**config.mk**
```make
export PLATFORM = sky130hd
export DESIGN_NAME = pll_seq_ctrl_flat
export DESIGN_NICKNAME = d
export VERILOG_FILES = /design/src/rtl/pll_pkg.sv /design/src/rtl/pll_seq_ctrl_if.sv /design/src/rtl/pll_edge_cnt.sv /design/src/rtl/pll_seq_ctrl.sv /design/src/flat_wrapper.sv
export SDC_FILE = /design/constraint.sdc
export NUM_CORES = 1
export LEC_CHECK = 0
export ABC_AREA = 1
export BUFFER_PORTS_ARGS = -buffer_cell sky130_fd_sc_hd__buf_2
export CORE_MARGIN = 1.5
export CORE_UTILIZATION = 46
export CTS_CLUSTER_SIZE = 8
export DETAILED_ROUTE_END_ITERATION = 7
export GPL_TIMING_DRIVEN = 0
export HOLD_SLACK_MARGIN = 0.08
export PLACE_DENSITY = 0.65
export SLEW_MARGIN = 20
export SYNTH_ARGS = -nofsm -noshare
export SYNTH_HDL_FRONTEND = slang
export SYNTH_SLANG_ARGS = --single-unit
```
**constraint.sdc**
```tcl
create_clock -name wb_clk_i -period 5.7 [get_ports wb_clk_i]
set_input_delay 0 -clock wb_clk_i [delete_from_list [all_inputs] [get_ports wb_clk_i]]
set_output_delay 0 -clock wb_clk_i [all_outputs]
set_load 0.01 [all_outputs]
```
**src/rtl/pll_pkg.sv**
```systemverilog
// Shared types and default constants for the PLL power-up sequencer and lock monitor.
package pll_pkg;

    typedef enum logic [2:0] {
        ST_OFF     = 3'd0,
        ST_VCO_ON  = 3'd1,
        ST_CP_ON   = 3'd2,
        ST_MEASURE = 3'd3,
        ST_LOCKED  = 3'd4,
        ST_FAULT   = 3'd5
    } pll_state_e;

    localparam int CNT_W_DEF       = 16;
    localparam int VCO_WAIT_DEF    = 1024;
    localparam int SETTLE_WAIT_DEF = 4096;
    localparam int WINDOW_DEF      = 1024;
    localparam int LOCK_GOOD_DEF   = 4;
    localparam int MAX_TRIES_DEF   = 64;

    function automatic logic is_busy(pll_state_e s);
        return (s == ST_VCO_ON) || (s == ST_CP_ON) || (s == ST_MEASURE);
    endfunction

endpackage

```
**src/rtl/pll_seq_ctrl_if.sv**
```systemverilog
// Control, configuration and status bundle between the wrapper registers and pll_seq_ctrl.
interface pll_seq_ctrl_if #(
    parameter int CNT_W = pll_pkg::CNT_W_DEF
);
    logic             start_i;
    logic             stop_i;
    logic             fb_toggle_i;
    logic [CNT_W-1:0] exp_cnt_i;
    logic [CNT_W-1:0] tol_i;
    logic             enb_vco_o;
    logic             enb_cp_o;
    logic             locked_o;
    logic             busy_o;
    logic             fault_o;
    logic [2:0]       state_o;
    logic [CNT_W-1:0] last_cnt_o;
    logic [7:0]       relock_cnt_o;

    modport master (
        output start_i, stop_i, fb_toggle_i, exp_cnt_i, tol_i,
        input  enb_vco_o, enb_cp_o, locked_o, busy_o, fault_o, state_o, last_cnt_o, relock_cnt_o
    );

    modport slave (
        input  start_i, stop_i, fb_toggle_i, exp_cnt_i, tol_i,
        output enb_vco_o, enb_cp_o, locked_o, busy_o, fault_o, state_o, last_cnt_o, relock_cnt_o
    );
endinterface

```
**src/rtl/pll_edge_cnt.sv**
```systemverilog
// Synchronizes the PLL feedback toggle and counts its edges over fixed back-to-back windows.
module pll_edge_cnt #(
    parameter int CNT_W  = pll_pkg::CNT_W_DEF,
    parameter int WINDOW = pll_pkg::WINDOW_DEF
) (
    input  logic             wb_clk_i,
    input  logic             wb_rstn_i,
    input  logic             fb_toggle_i,
    input  logic             run_i,
    output logic             win_done_o,
    output logic [CNT_W-1:0] win_cnt_o,
    output logic [CNT_W-1:0] last_cnt_o
);
    localparam int TMR_W = $clog2(WINDOW + 1);
    localparam logic [TMR_W-1:0] TMR_LOAD = TMR_W'(WINDOW - 1);

    logic             sync1_q, sync2_q, hist_q;
    logic [TMR_W-1:0] tmr_q, tmr_d;
    logic [CNT_W-1:0] cnt_q, cnt_d, last_q, last_d, cnt_inc;
    logic             edge_w, done_w;

    always_comb begin
        edge_w  = sync2_q ^ hist_q;
        done_w  = run_i && (tmr_q == '0);
        cnt_inc = (edge_w && (cnt_q != '1)) ? cnt_q + 1'b1 : cnt_q;
        tmr_d   = tmr_q;
        cnt_d   = cnt_q;
        last_d  = last_q;
        if (!run_i) begin
            tmr_d = TMR_LOAD;
            cnt_d = '0;
        end else if (done_w) begin
            // Edge seen on the closing cycle belongs to the closing window.
            tmr_d  = TMR_LOAD;
            cnt_d  = '0;
            last_d = cnt_inc;
        end else begin
            tmr_d = tmr_q - 1'b1;
            cnt_d = cnt_inc;
        end
    end

    always_ff @(posedge wb_clk_i) begin
        if (!wb_rstn_i) begin
            sync1_q <= 1'b0;
            sync2_q <= 1'b0;
            hist_q  <= 1'b0;
            tmr_q   <= TMR_LOAD;
            cnt_q   <= '0;
            last_q  <= '0;
        end else begin
            sync1_q <= fb_toggle_i;
            sync2_q <= sync1_q;
            hist_q  <= sync2_q;
            tmr_q   <= tmr_d;
            cnt_q   <= cnt_d;
            last_q  <= last_d;
        end
    end

    assign win_done_o = done_w;
    assign win_cnt_o  = cnt_inc;
    assign last_cnt_o = last_q;
endmodule

```
**src/rtl/pll_seq_ctrl.sv**
```systemverilog
// PLL power-up sequencer and lock monitor. Define PLL_SEQ_AUTO_RELOCK_EN to make loss of
// lock re-enter MEASURE (counting relocks) instead of latching FAULT.
module pll_seq_ctrl
    import pll_pkg::*;
#(
    parameter int CNT_W       = CNT_W_DEF,
    parameter int VCO_WAIT    = VCO_WAIT_DEF,
    parameter int SETTLE_WAIT = SETTLE_WAIT_DEF,
    parameter int WINDOW      = WINDOW_DEF,
    parameter int LOCK_GOOD   = LOCK_GOOD_DEF,
    parameter int MAX_TRIES   = MAX_TRIES_DEF
) (
    input  logic           wb_clk_i,
    input  logic           wb_rstn_i,
    pll_seq_ctrl_if.slave  bus
);
    // state      | meaning
    // OFF        | both enables high, idle
    // VCO_ON     | VCO enabled, waiting VCO_WAIT
    // CP_ON      | charge pump enabled, waiting SETTLE_WAIT
    // MEASURE    | windows running, looking for LOCK_GOOD good in a row
    // LOCKED     | lock declared, windows still monitored
    // FAULT      | powered down, sticky fault, waits for start/stop

    localparam int DLY_MAX = (VCO_WAIT > SETTLE_WAIT) ? VCO_WAIT : SETTLE_WAIT;
    localparam int DLY_W   = $clog2(DLY_MAX + 1);
    localparam int CTR_MAX = (LOCK_GOOD > MAX_TRIES) ? LOCK_GOOD : MAX_TRIES;
    localparam int CTR_W   = $clog2(CTR_MAX + 1);
    localparam logic [DLY_W-1:0] VCO_LOAD    = DLY_W'(VCO_WAIT - 1);
    localparam logic [DLY_W-1:0] SETTLE_LOAD = DLY_W'(SETTLE_WAIT - 1);
    localparam logic [CTR_W-1:0] GOOD_LAST   = CTR_W'(LOCK_GOOD - 1);
    localparam logic [CTR_W-1:0] TRY_LAST    = CTR_W'(MAX_TRIES - 1);

    pll_state_e       state_q, state_d;
    logic [DLY_W-1:0] dly_q, dly_d;
    logic [CTR_W-1:0] try_q, try_d, good_q, good_d;
    logic [7:0]       relock_q, relock_d;
    logic             fault_q, fault_d;
    logic             enb_vco_q, enb_vco_d, enb_cp_q, enb_cp_d, locked_q, locked_d, busy_q, busy_d;
    logic             run, win_done, win_good;
    logic [CNT_W-1:0] win_cnt;
    logic [CNT_W:0]   dev;

    assign run = (state_q == ST_MEASURE) || (state_q == ST_LOCKED);

    pll_edge_cnt #(.CNT_W(CNT_W), .WINDOW(WINDOW)) u_edge_cnt (
        .wb_clk_i    (wb_clk_i),
        .wb_rstn_i   (wb_rstn_i),
        .fb_toggle_i (bus.fb_toggle_i),
        .run_i       (run),
        .win_done_o  (win_done),
        .win_cnt_o   (win_cnt),
        .last_cnt_o  (bus.last_cnt_o)
    );

    always_comb begin
        if (win_cnt >= bus.exp_cnt_i) dev = {1'b0, win_cnt} - {1'b0, bus.exp_cnt_i};
        else                          dev = {1'b0, bus.exp_cnt_i} - {1'b0, win_cnt};
        win_good = (dev <= {1'b0, bus.tol_i});
    end

    always_comb begin
        state_d  = state_q;
        dly_d    = dly_q;
        try_d    = try_q;
        good_d   = good_q;
        fault_d  = fault_q;
        relock_d = relock_q;
        case (state_q)
            ST_OFF: if (bus.start_i) begin
                state_d = ST_VCO_ON;
                dly_d   = VCO_LOAD;
                fault_d = 1'b0;
            end
            ST_VCO_ON: if (dly_q == '0) begin
                state_d = ST_CP_ON;
                dly_d   = SETTLE_LOAD;
            end else dly_d = dly_q - 1'b1;
            ST_CP_ON: if (dly_q == '0) begin
                state_d = ST_MEASURE;
                try_d   = '0;
                good_d  = '0;
            end else dly_d = dly_q - 1'b1;
            ST_MEASURE: if (win_done) begin
                try_d  = try_q + 1'b1;
                good_d = win_good ? good_q + 1'b1 : '0;
                if (win_good && (good_q == GOOD_LAST)) state_d = ST_LOCKED;
                else if (try_q == TRY_LAST) begin
                    state_d = ST_FAULT;
                    fault_d = 1'b1;
                end
            end
            ST_LOCKED: if (win_done && !win_good) begin
`ifdef PLL_SEQ_AUTO_RELOCK_EN
                state_d = ST_MEASURE;
                try_d   = '0;
                good_d  = '0;
                if (relock_q != 8'hFF) relock_d = relock_q + 8'd1;
`else
                state_d = ST_FAULT;
                fault_d = 1'b1;
`endif
            end
            ST_FAULT: if (bus.start_i) begin
                state_d = ST_VCO_ON;
                dly_d   = VCO_LOAD;
            end
            default: state_d = ST_OFF;
        endcase
        // stop wins over everything, including a fault raised this same cycle
        if (bus.stop_i) begin
            state_d = ST_OFF;
            fault_d = fault_q;
        end
        enb_vco_d = !((state_d == ST_VCO_ON) || (state_d == ST_CP_ON) ||
                      (state_d == ST_MEASURE) || (state_d == ST_LOCKED));
        enb_cp_d  = !((state_d == ST_CP_ON) || (state_d == ST_MEASURE) || (state_d == ST_LOCKED));
        locked_d  = (state_d == ST_LOCKED);
        busy_d    = is_busy(state_d);
    end

    always_ff @(posedge wb_clk_i) begin
        if (!wb_rstn_i) begin
            state_q   <= ST_OFF;
            dly_q     <= '0;
            try_q     <= '0;
            good_q    <= '0;
            fault_q   <= 1'b0;
            relock_q  <= '0;
            enb_vco_q <= 1'b1;
            enb_cp_q  <= 1'b1;
            locked_q  <= 1'b0;
            busy_q    <= 1'b0;
        end else begin
            state_q   <= state_d;
            dly_q     <= dly_d;
            try_q     <= try_d;
            good_q    <= good_d;
            fault_q   <= fault_d;
            relock_q  <= relock_d;
            enb_vco_q <= enb_vco_d;
            enb_cp_q  <= enb_cp_d;
            locked_q  <= locked_d;
            busy_q    <= busy_d;
        end
    end

    assign bus.state_o      = state_q;
    assign bus.enb_vco_o    = enb_vco_q;
    assign bus.enb_cp_o     = enb_cp_q;
    assign bus.locked_o     = locked_q;
    assign bus.busy_o       = busy_q;
    assign bus.fault_o      = fault_q;
    assign bus.relock_cnt_o = relock_q;
endmodule

```
**src/flat_wrapper.sv**
```systemverilog
// flat-port wrapper written by rule: the top's interface ports become plain ports
module pll_seq_ctrl_flat import pll_pkg::*;
#(
    parameter int CNT_W       = CNT_W_DEF,
    parameter int VCO_WAIT    = VCO_WAIT_DEF,
    parameter int SETTLE_WAIT = SETTLE_WAIT_DEF,
    parameter int WINDOW      = WINDOW_DEF,
    parameter int LOCK_GOOD   = LOCK_GOOD_DEF,
    parameter int MAX_TRIES   = MAX_TRIES_DEF
)
  (wb_clk_i, wb_rstn_i, bus_start_i, bus_stop_i, bus_fb_toggle_i, bus_exp_cnt_i, bus_tol_i, bus_enb_vco_o, bus_enb_cp_o, bus_locked_o, bus_busy_o, bus_fault_o, bus_state_o, bus_last_cnt_o, bus_relock_cnt_o);
  pll_seq_ctrl_if #(.CNT_W(CNT_W)) bus_i ();
  input  logic wb_clk_i;
  input  logic wb_rstn_i;
  input wire logic [$bits(bus_i.start_i)-1:0] bus_start_i;
  input wire logic [$bits(bus_i.stop_i)-1:0] bus_stop_i;
  input wire logic [$bits(bus_i.fb_toggle_i)-1:0] bus_fb_toggle_i;
  input wire logic [$bits(bus_i.exp_cnt_i)-1:0] bus_exp_cnt_i;
  input wire logic [$bits(bus_i.tol_i)-1:0] bus_tol_i;
  output wire logic [$bits(bus_i.enb_vco_o)-1:0] bus_enb_vco_o;
  output wire logic [$bits(bus_i.enb_cp_o)-1:0] bus_enb_cp_o;
  output wire logic [$bits(bus_i.locked_o)-1:0] bus_locked_o;
  output wire logic [$bits(bus_i.busy_o)-1:0] bus_busy_o;
  output wire logic [$bits(bus_i.fault_o)-1:0] bus_fault_o;
  output wire logic [$bits(bus_i.state_o)-1:0] bus_state_o;
  output wire logic [$bits(bus_i.last_cnt_o)-1:0] bus_last_cnt_o;
  output wire logic [$bits(bus_i.relock_cnt_o)-1:0] bus_relock_cnt_o;
  assign bus_i.start_i = bus_start_i;
  assign bus_i.stop_i = bus_stop_i;
  assign bus_i.fb_toggle_i = bus_fb_toggle_i;
  assign bus_i.exp_cnt_i = bus_exp_cnt_i;
  assign bus_i.tol_i = bus_tol_i;
  assign bus_enb_vco_o = bus_i.enb_vco_o;
  assign bus_enb_cp_o = bus_i.enb_cp_o;
  assign bus_locked_o = bus_i.locked_o;
  assign bus_busy_o = bus_i.busy_o;
  assign bus_fault_o = bus_i.fault_o;
  assign bus_state_o = bus_i.state_o;
  assign bus_last_cnt_o = bus_i.last_cnt_o;
  assign bus_relock_cnt_o = bus_i.relock_cnt_o;
  pll_seq_ctrl #(.CNT_W(CNT_W), .VCO_WAIT(VCO_WAIT), .SETTLE_WAIT(SETTLE_WAIT), .WINDOW(WINDOW), .LOCK_GOOD(LOCK_GOOD), .MAX_TRIES(MAX_TRIES)) u_core (.wb_clk_i(wb_clk_i), .wb_rstn_i(wb_rstn_i), .bus(bus_i));
endmodule
```
### Word level (Yosys, flattened, before mapping)

Cells that the tools add are included.

| word-level totals | value |
|---|---|
| output and inout bits | 32 |
| memories kept | 0 |
| bits in latches | 0 |
| input port bits | 37 |
| logic and storage cells | 100 |
| bits in writable memories | 0 |
| bits in read-only memories | 0 |
| register bits | 81 |

| operators by class | value |
|---|---|
| shift operators | 0 |
| reduce and logical (&&, ||, !) cells | 25 |
| multipliers | 0 |
| equality and inequality tests | 20 |
| order comparisons | 2 |
| bitwise logic cells | 4 |
| multiplexer cells | 27 |
| divide/modulo/power cells | 0 |
| add/subtract/negate cells | 7 |

Operators with widths:

| operator | count |
|---|---|
| $mux W13 | 3 |
| $pmux W13 S3 | 1 |
| $sub A16 B16 Y17 | 2 |
| $mux W7 | 4 |
| $pmux W7 S2 | 2 |
| $mux W3 | 8 |
| $le A17 B16 Y1 | 1 |
| $mux W17 | 1 |
| $add A16 B1 Y16 const B | 1 |
| $ge A16 B16 Y1 | 1 |
| $mux W16 | 1 |
| $ne A16 B16 Y1 const B | 1 |
| $pmux W3 S5 | 1 |
| $add A7 B1 Y7 const B | 2 |
| $logic_not A13 Y1 | 1 |
| $sub A13 B1 Y13 const B | 1 |
| $eq A3 B2 Y1 const B | 4 |
| $logic_not A11 Y1 | 1 |
| $sub A11 B1 Y11 const B | 1 |
| $ne A2 B2 Y1 const B | 5 |
| $eq A3 B3 Y1 const B | 3 |
| $eq A7 B2 Y1 const B | 1 |
| $eq A7 B6 Y1 const B | 1 |
| $reduce_and A7 Y1 | 1 |
| other kinds (16) | 37 |

### Depth between registers and ports, before layout

Gate-level depths: netlist (run 1).

| depth | value |
|---|---|
| depth in word-level cells | 16 |
| mapped depth | 51 |
| mapped depth without buffers | 49 |

### Hierarchy

Synthesis (run 1) repeated with hierarchy kept, for this count alone.

| unflattened totals | value |
|---|---|
| cells, all modules | 1,027 |
| area, all modules | 6,558.8 um^2 |

Modules (own cells, without submodules):

| module | times used | cells an instance | area an instance (um^2) | sequential area each (um^2) |
|---|---|---|---|---|
| pll_seq_ctrl | 1 | 664 | 4,124.0 | 700.7 |
| pll_edge_cnt | 1 | 363 | 2,434.8 | 920.9 |

### Least setup slack after synthesis (run 1)

OpenSTA, ideal clock, no wires.

| path | value |
|---|---|
| kind | register -> register |
| from | register u_core.u_edge_cnt.cnt_q[0] |
| to | register u_core.enb_vco_q, in the netlist u_core.bus.enb_vco_o |
| data required time | 5.585 ns |
| period minus slack after synthesis | 4.932 ns |
| buffers on the path | 2 |
| setup time | 0.115 ns |
| cell stages (with the launch flop) | 46 |
| setup slack | 0.768 ns |
| arrival | 4.816 ns |
| cell sequence | dfxtp_1 > ha_1 > nand3_1 > nand3b_1 > o21bai_2 > nor3_2 > nand2_1 > inv_1 > nand3_1 > nor2_1 > nand3_1 > xor2_1 > inv_1 > ha_1 > nand2_1 > inv_1 > nand3_2 > nor2_2 > [... 10 more ...] > nand2_1 > nand2_1 > nand2_1 > nand3_1 > nand2_1 > nand2_1 > nand2_1 > nand2_1 > nand2_1 > nand2_2 > nand2_2 > nand2_2 > nand2_1 > nand3_1 > nand2_1 > nand2_1 > nor2_2 > nor2_1 |

| between the ends | value |
|---|---|
| longest elaborated chain between the ends | 16 |
| elaborated cells between the ends (all ways) | 25 |
| classes of those cells | 3 x add/sub; 2 x order compare; 5 x eq/ne; 7 x mux; 8 x reduce/logical |

RTL lines:

| item | RTL line | RTL |
|---|---|---|
| from (decl) | pll_edge_cnt.sv:19 | `logic [CNT_W-1:0] cnt_q, cnt_d, last_q, last_d, cnt_inc;` |
| from (signal assigned) | pll_edge_cnt.sv:56 | `cnt_q <= cnt_d;` |
| branches (longest 2 deep; another with $add A16 B1 Y16) | -- |  |
| $mux W16 (*) | pll_edge_cnt.sv:25 | `cnt_inc = (edge_w && (cnt_q != '1)) ? cnt_q + 1'b1 : cnt_q;` |
| via u_core.u_edge_cnt.win_cnt_o[9] | pll_edge_cnt.sv:11 | `output logic [CNT_W-1:0] win_cnt_o,` |
| $sub A16 B16 Y17 (tied with other cells) | pll_seq_ctrl.sv:58 | `else dev = {1'b0, bus.exp_cnt_i} - {1'b0, win_cnt};` |
| $mux W17 (*) | pll_seq_ctrl.sv:57 | `if (win_cnt >= bus.exp_cnt_i) dev = {1'b0, win_cnt} - {1'b0, bus.exp_cnt_i};` |
| $le A17 B16 Y1 (*) | pll_seq_ctrl.sv:59 | `win_good = (dev <= {1'b0, bus.tol_i});` |
| $logic_and A1 B1 Y1 or $logic_not A1 Y1 (tied branches) | pll_seq_ctrl.sv:87, pll_seq_ctrl.sv:93 |  |
| $mux W3 or $logic_and A1 B1 Y1 (tied branches) | pll_seq_ctrl.sv:87, pll_seq_ctrl.sv:93 |  |
| $mux W3, on equally long branches | pll_seq_ctrl.sv:84, pll_seq_ctrl.sv:93 |  |
| $pmux W3 S5 (*) | pll_seq_ctrl.sv:69 | `case (state_q)` |
| $mux W3 (*) | pll_seq_ctrl.sv:111 | `if (bus.stop_i) begin` |
| $eq A3 B1 Y1 or $eq A3 B2 Y1 (tied branches) | pll_seq_ctrl.sv:115 | `enb_vco_d = !((state_d == ST_VCO_ON) \|\| (state_d == ST_CP_ON) \|\|` |
| $logic_or A1 B1 Y1 (2 in series) | pll_seq_ctrl.sv:115 |  |
| $logic_or A1 B1 Y1 (*) | pll_seq_ctrl.sv:116 | `(state_d == ST_MEASURE) \|\| (state_d == ST_LOCKED));` |
| $logic_not A1 Y1 (*) | pll_seq_ctrl.sv:115 |  |
| to (signal assigned) | pll_seq_ctrl.sv:141 | `enb_vco_q <= enb_vco_d;` |
| to (decl) | pll_seq_ctrl.sv:39 | `logic enb_vco_q, enb_vco_d, enb_cp_q, enb_cp_d, locked_q, locked_d, busy_q, busy_d;` |

Mark *: on every way through the listed nets, which the timed path passes.
A chain may end at the register's enable or synchronous reset.

### Worst setup path in the final report (run 1)

| path | value |
|---|---|
| from | register u_core.u_edge_cnt.cnt_q[0] |
| to | register u_core.enb_cp_q, in the netlist u_core.bus.enb_cp_o |

| between the ends | value |
|---|---|
| longest elaborated chain between the ends | 15 |
| elaborated cells between the ends (all ways) | 23 |
| classes of those cells | 3 x add/sub; 2 x order compare; 4 x eq/ne; 7 x mux; 7 x reduce/logical |

RTL lines:

| item | RTL line | RTL |
|---|---|---|
| branches (longest 2 deep; another with $add A16 B1 Y16) | -- |  |
| $mux W16 (*) | pll_edge_cnt.sv:25 |  |
| via u_core.u_edge_cnt.win_cnt_o[11] | pll_edge_cnt.sv:11 |  |
| $sub A16 B16 Y17 (tied with other cells) | pll_seq_ctrl.sv:58 |  |
| $mux W17 (*) | pll_seq_ctrl.sv:57 |  |
| $le A17 B16 Y1 (*) | pll_seq_ctrl.sv:59 |  |
| $logic_and A1 B1 Y1 or $logic_not A1 Y1 (tied branches) | pll_seq_ctrl.sv:87, pll_seq_ctrl.sv:93 |  |
| $mux W3 or $logic_and A1 B1 Y1 (tied branches) | pll_seq_ctrl.sv:87, pll_seq_ctrl.sv:93 |  |
| $mux W3, on equally long branches | pll_seq_ctrl.sv:84, pll_seq_ctrl.sv:93 |  |
| $pmux W3 S5 (*) | pll_seq_ctrl.sv:69 |  |
| $mux W3 (*) | pll_seq_ctrl.sv:111 |  |
| $eq A3 B2 Y1 | pll_seq_ctrl.sv:117 | `enb_cp_d = !((state_d == ST_CP_ON) \|\| (state_d == ST_MEASURE) \|\| (state_d == ST_LOCKED));` |
| $logic_or A1 B1 Y1 | pll_seq_ctrl.sv:117 |  |
| $logic_or A1 B1 Y1 (*) | pll_seq_ctrl.sv:117 |  |
| $logic_not A1 Y1 (*) | pll_seq_ctrl.sv:117 |  |
| to (signal assigned) | pll_seq_ctrl.sv:142 | `enb_cp_q <= enb_cp_d;` |
| to (decl) | pll_seq_ctrl.sv:39 |  |

Marks and branches as above.

==> impl_metrics.toml, run 1 <==
[pwr]
power.density_nw_per_um2 = 196
vdd_drop_max_mv = 0.197
power.leakage_uw = 0.00355
total_power_uw = 1430

[min_path]
hold_path.class = "primary input to register"

[setup_path]
path_class = "register to register"
crit_fanout = 5
arrival_ns = 5.58
cp.required_ns = 5.93
slowest_stage = "dfxtp_2"
cpPeakStageDelay_ns = 0.34
endpoint_kind = "register"
cpMostUsedCell = "nand2_1"
crit_path_start_kind = "register"

[clock_network]
cts_buffers = 9
clock_latency_ns = 0.35
tritoncts = "built"
cts_sinks = 81
cts-htree-levels = 3
clk_path_buf_depth = 2
path_clk_slew_ns = 0.06
root_buffer = "clkbuf_16"

[floorplan]
dieArea_um2 = 13500
die_y_um = 116
die_w_um = 116
rows = 41
coreArea_um2 = 12600
ios = 69
start_util = 0.469

[routing]
wl_per_cell_um = 12.3
vias_per_cell = 4.84
dr.pass1.iters = 4
drt-initial-drc-count = 228
postRouteAntennaNets = 0
vias = 5604
drc = 0
drt-total-wl_um = 14200

[sta]
min_period_over_period = 0.939
hold_ws_ns = 0.163
worst_slew_pin_slew_ns = 0.672
max_slew_margin = 0.550
hold_violations = 0
post-route-min-period_ns = 5.35
final.setup.tns_ns = 0
max_freq_mhz = 187
fin_skew_ns = 0.00883
setup_viol_count_final = 0
slew_violations = 0

[finish]
n_antenna_cell = 0
utilization = 0.580
nets = 1074
area_growth_pct = 23.5
nFillCells = 1223
drive_gt1_frac = 0.189

[global_routing]
antenna_found_initial = 0
grt_overflow_total = 0
track_usage = 0.207
first_global_vias = 4806
grt_pass1_wl_um = 22000
grt_max_degree = 14

[job]
max_cap_viol_count = 0

[synth]
avgSynthCellArea_um2 = 6.69
synth_flop_cell = "dfxtp_1"
synth_cell_types = 50
syn_area_um2 = 5900
synth-edff-count = 0
synth-seq-cells = 81
ys_seq_area_frac = 0.275
async_flop_share = 0
synth_warnings = 0
postSynthCellCount = 881

[place]
place.gp.congestion = 0.840
hpwl_um = 10700
port_buffers = 59

[status]
status = "completed"
## worst paths after layout
| path | from | endpoint | slack, ns | cells after the start |
|---|---|---|---|---|
| setup / recovery | u_core.u_edge_cnt.cnt_q[0]$_SDFF_PP0_ | u_core.bus.enb_cp_o$_SDFF_PN1_ | 0.35 | 36 |
| hold / removal | bus_start_i | u_core.bus.state_o[2]$_SDFF_PN0_ | 0.16 | 6 |
| setup reg to reg | u_core.u_edge_cnt.cnt_q[0]$_SDFF_PP0_ | u_core.bus.enb_cp_o$_SDFF_PN1_ | 0.35 | 36 |
| hold reg to reg | u_core.u_edge_cnt.tmr_q[0]$_SDFF_PP1_ | u_core.u_edge_cnt.tmr_q[0]$_SDFF_PP1_ | 0.40 | 1 |
## cell usage after synthesis (5+ instances only)
cell type | count | area (um2)
a21oi_1 | 66 | 330
a31oi_1 | 7 | 43.8
buf_4 | 10 | 75.1
clkbuf_1 | 10 | 37.5
dfxtp_1 | 81 | 1620
ha_1 | 55 | 688
inv_1 | 165 | 619
mux2i_1 | 6 | 60.1
nand2_1 | 176 | 661
nand2_2 | 14 | 87.6
nand3_1 | 30 | 150
nand3b_1 | 7 | 52.6
nand4_1 | 5 | 31.3
nor2_1 | 93 | 349
nor2_2 | 7 | 43.8
nor3_1 | 8 | 40.0
o21ai_0 | 50 | 250
xnor2_1 | 8 | 70.1
xor2_1 | 26 | 228
## per-stage QoR
stage | worst slack [ns] | instances | instance area (um2)
5_1_grt | -0.0871 | 1157 | 7290
3_3_place_gp | -0.170 | 1119 | 6430
6_report | 0.349 | 1157 | 7290
3_5_place_dp | -0.209 | 1119 | 6430
2_1_floorplan | 0.768 | 888 | 5920
4_1_cts | 0.00635 | 1141 | 6870
## worst max-delay path: cells and delay by family, from the launching register on
family | cells | cell delay, ns
fa+ha+maj | 3 | 0.75
compound gates | 2 | 0.36
xor+xnor | 2 | 0.40
flops | 1 | 0.34
buf+inv | 6 | 0.69
simple gates | 23 | 2.72
## per-layer routing
metal	GRT usage	routed length, um
met1	0.285	7020
met2	0.333	6390
met3	0.0322	553
met4	0.0699	233
met5	0	0
## sequential cells by signal, indices dropped and copies added (netlist names)
register and count:
u_core.bus.busy_o 1, u_core.bus.enb_cp_o 1, u_core.bus.enb_vco_o 1, u_core.bus.fault_o 1
u_core.bus.locked_o 1, u_core.bus.state_o 3, u_core.dly_q 13, u_core.good_q 7
u_core.try_q 7, u_core.u_edge_cnt.cnt_q 16, u_core.u_edge_cnt.hist_q 1, u_core.u_edge_cnt.last_cnt_o 16
u_core.u_edge_cnt.sync1_q 1, u_core.u_edge_cnt.sync2_q 1, u_core.u_edge_cnt.tmr_q 11
## repair_timing
item                                    in CTS  in global routing
endpoints found under the setup margin      13                 15
hold buffers                                 3                  0
gates cloned                                 0                  1
hold endpoints to repair                    11                  0
pin swaps                                    6                 27
resized for setup                           11                 59
buffers inserted                             3                 15
## cell families after synthesis
family                   Yosys count  synth area share
AND/OR/NAND/NOR                  358             0.265
buffers and inverters            192             0.130
multiplexers                       7            0.0121
AO/OA/AOI/OAI                    151             0.143
flip-flops                        81             0.275
other                              1          0.000636
adder cells (fa/ha/maj)           57             0.123
XOR/XNOR                          34            0.0505
## power by group
part	internal (uW)	switching (uW)
Clock	394	222
Sequential	576	6.35
Combinational	92.9	139
## layout make-up
class                           count  area, um2  area share
Clock inverter                      5       78.8      0.0108
Inverter                          170        638      0.0876
Timing Repair Buffer               81        485      0.0666
Sequential cell                    81       1620       0.223
Clock buffer                       11        243      0.0333
Multi-Input combinational cell    615       3850       0.528
Tap cell                          172        215      0.0295
Buffer                             22        154      0.0211
## cell usage in the layout (no fill, tap or decap), types with 8 or more instances in the layout
cell type	count
clkbuf_1	11
conb_1	8
o21ai_0	46
xor2_1	17
nand3_1	26
a21oi_1	64
nor3_1	8
inv_1	162
clkbuf_16	10
buf_4	26
nand2_1	173
ha_1	45
nand2_2	14
nor2_1	89
dfxtp_1	80
xor2_2	9
buf_2	60
Note: power is estimated with default switching activity, not from simulation.
==> run 2, diff against run 1 <==
--- a/config.mk
+++ b/config.mk
@@ -8,12 +8,11 @@
 export ABC_AREA = 1
 export BUFFER_PORTS_ARGS = -buffer_cell sky130_fd_sc_hd__buf_2
 export CORE_MARGIN = 1.5
-export CORE_UTILIZATION = 46
+export CORE_UTILIZATION = 35
 export CTS_CLUSTER_SIZE = 8
 export DETAILED_ROUTE_END_ITERATION = 7
 export GPL_TIMING_DRIVEN = 0
 export HOLD_SLACK_MARGIN = 0.08
-export PLACE_DENSITY = 0.65
 export SLEW_MARGIN = 20
 export SYNTH_ARGS = -nofsm -noshare
 export SYNTH_HDL_FRONTEND = slang
==> run 2 against run 1 <==
Sequential cell count did not move. Clock power fell by 3%. Total power fell by 0.41%. Maximum frequency fell by 1.9%. Critical path type unchanged. Largest cell class unchanged.
==> impl_metrics.toml, run 2 (same netlist as run 1, synthesis figures left out) <==
[finish]
final_common_cell = "nand2_1"
drive_gt1_frac = 0.214
fin_area_um2 = 7510
area_growth_pct = 27.3
n_antenna_cell = 0
utilization = 0.454
nets = 1081
fin_cells = 1212
layout_common_cells = "169 x nand2_1, 159 x inv_1, 88 x nor2_1"

[routing]
dr.pass1.iters = 4
vias = 5538
vias_per_cell = 4.57
drc = 0
postRouteAntennaNets = 0
wl_per_cell_um = 11.7
drt-total-wl_um = 14200
drt-initial-drc-count = 225

[sta]
max_slew_margin = 0.611
hold_violations = 0
worst_slew_pin_slew_ns = 0.584
hold_ws_ns = 0.158
max_freq_mhz = 183
post-route-min-period_ns = 5.45
slew_violations = 0
fin_skew_ns = 0.0103
setup_viol_count_final = 0
min_period_over_period = 0.957

[clock_network]
tritoncts = "built"
clock_latency_ns = 0.34
path_clk_slew_ns = 0.07
cts-htree-levels = 3
cts_sinks = 81
root_buffer = "clkbuf_16"
clk_path_buf_depth = 2
cts_buffers = 9

[setup_path]
endpoint_kind = "register"
crit_path_start_kind = "register"
cpPeakStageDelay_ns = 0.37
cp.required_ns = 5.94
crit_fanout = 8
r2r_cells = 39
path_class = "register to register"
cpMostUsedCell = "nand2_1"
arrival_ns = 5.69
slowest_stage = "dfxtp_4"

[global_routing]
track_usage = 0.162
grt_overflow_total = 0
first_global_vias = 5217
grt_pass1_wl_um = 23300
antenna_found_initial = 0
grt_max_degree = 16

[pwr]
internal_power_uw = 1030
power.leakage_uw = 0.00363
p_comb_frac = 0.172
p_sw_uw = 392
vdd_drop_max_mv = 0.160
power_frac_clock = 0.420
p_sw_frac = 0.275
seq_power_share = 0.408
power.density_nw_per_um2 = 190

[floorplan]
die_y_um = 133
ios = 69
rows = 47
dieArea_um2 = 17600
coreArea_um2 = 16500
die_w_um = 133
start_util = 0.357

[place]
port_buffers = 59
dpl_cell_area_um2 = 6490
hpwl_um = 11200
dp_cells = 1167
place.gp.congestion = 0.843

[status]
status = "completed"

[min_path]
hold_path.class = "primary input to register"
whs_path_depth = 6

[job]
max_cap_viol_count = 0
run 2: critical path, delay by kind of cell (launching register included):
kind / cells / cell delay (ns)
AND/OR/NAND/NOR: 25 / 2.78
buffers and inverters: 7 / 0.83
adder cells (fa/ha/maj): 3 / 0.69
flip-flops: 1 / 0.37
AO/OA/AOI/OAI: 2 / 0.36
XOR/XNOR: 2 / 0.32
run 2: layout make-up:
class,count,area (um2)
multi-input cells,615,3990
repair buffers,88,524
inverters,170,638
fillers,1669,9020
clock inverters,6,73.8
plain buffers,22,144
flip-flops and latches,81,1630
well taps,220,275
clock buffers,10,239
run 2: worst paths after layout:
path                                                             from                                     to  slack [ns]
worst max-delay path            u_core.u_edge_cnt.cnt_q[0]$_SDFF_PP0_        u_core.bus.enb_vco_o$_SDFF_PN1_        0.25
worst min-delay path                                      bus_start_i       u_core.bus.state_o[2]$_SDFF_PN0_        0.16
worst max register to register  u_core.u_edge_cnt.cnt_q[0]$_SDFF_PP0_        u_core.bus.enb_vco_o$_SDFF_PN1_        0.25
worst min register to register  u_core.u_edge_cnt.tmr_q[0]$_SDFF_PP1_  u_core.u_edge_cnt.tmr_q[0]$_SDFF_PP1_        0.40
run 2: timing repair:
item,4_1_cts,5_1_grt
hold buffers,3,0
setup endpoints to repair,15,15
pin swaps,4,37
gates resized for setup,11,82
hold endpoints to repair,11,0
setup buffers,4,22
run 2: routing by layer:
| metal | share of wire | track usage | vias to the layer above | routed length (um) |
|---|---|---|---|---|
| li1 | - | - | 2985 | - |
| met3 | 0.042 | 0.0318 | 14 | 590 |
| met2 | 0.47 | 0.278 | 85 | 6680 |
| met1 | 0.47 | 0.204 | 2454 | 6690 |
| met5 | 0 | 0 | - | 0 |
| met4 | 0.015 | 0.0519 | 0 | 210 |
run 2: power by group through the flow:
stage                     clock (uW)  sequential (uW)  combinational [uW]
after global routing             638              584                 280
after CTS                        611              583                 217
final                            598              582                 245
after global placement             0              595                 212
after detailed placement           0              595                 213
after floorplan                    0              595                 155
run 2: per-stage QoR:
step	worst slack [ns]	setup TNS, ns	total power (uW)
2_1_floorplan	0.768	0	750
3_3_place_gp	-0.252	-1.80	807
3_5_place_dp	-0.322	-2.85	808
4_1_cts	0.00350	0	1410
5_1_grt	-0.0580	-0.115	1500
6_report	0.248	0	1430
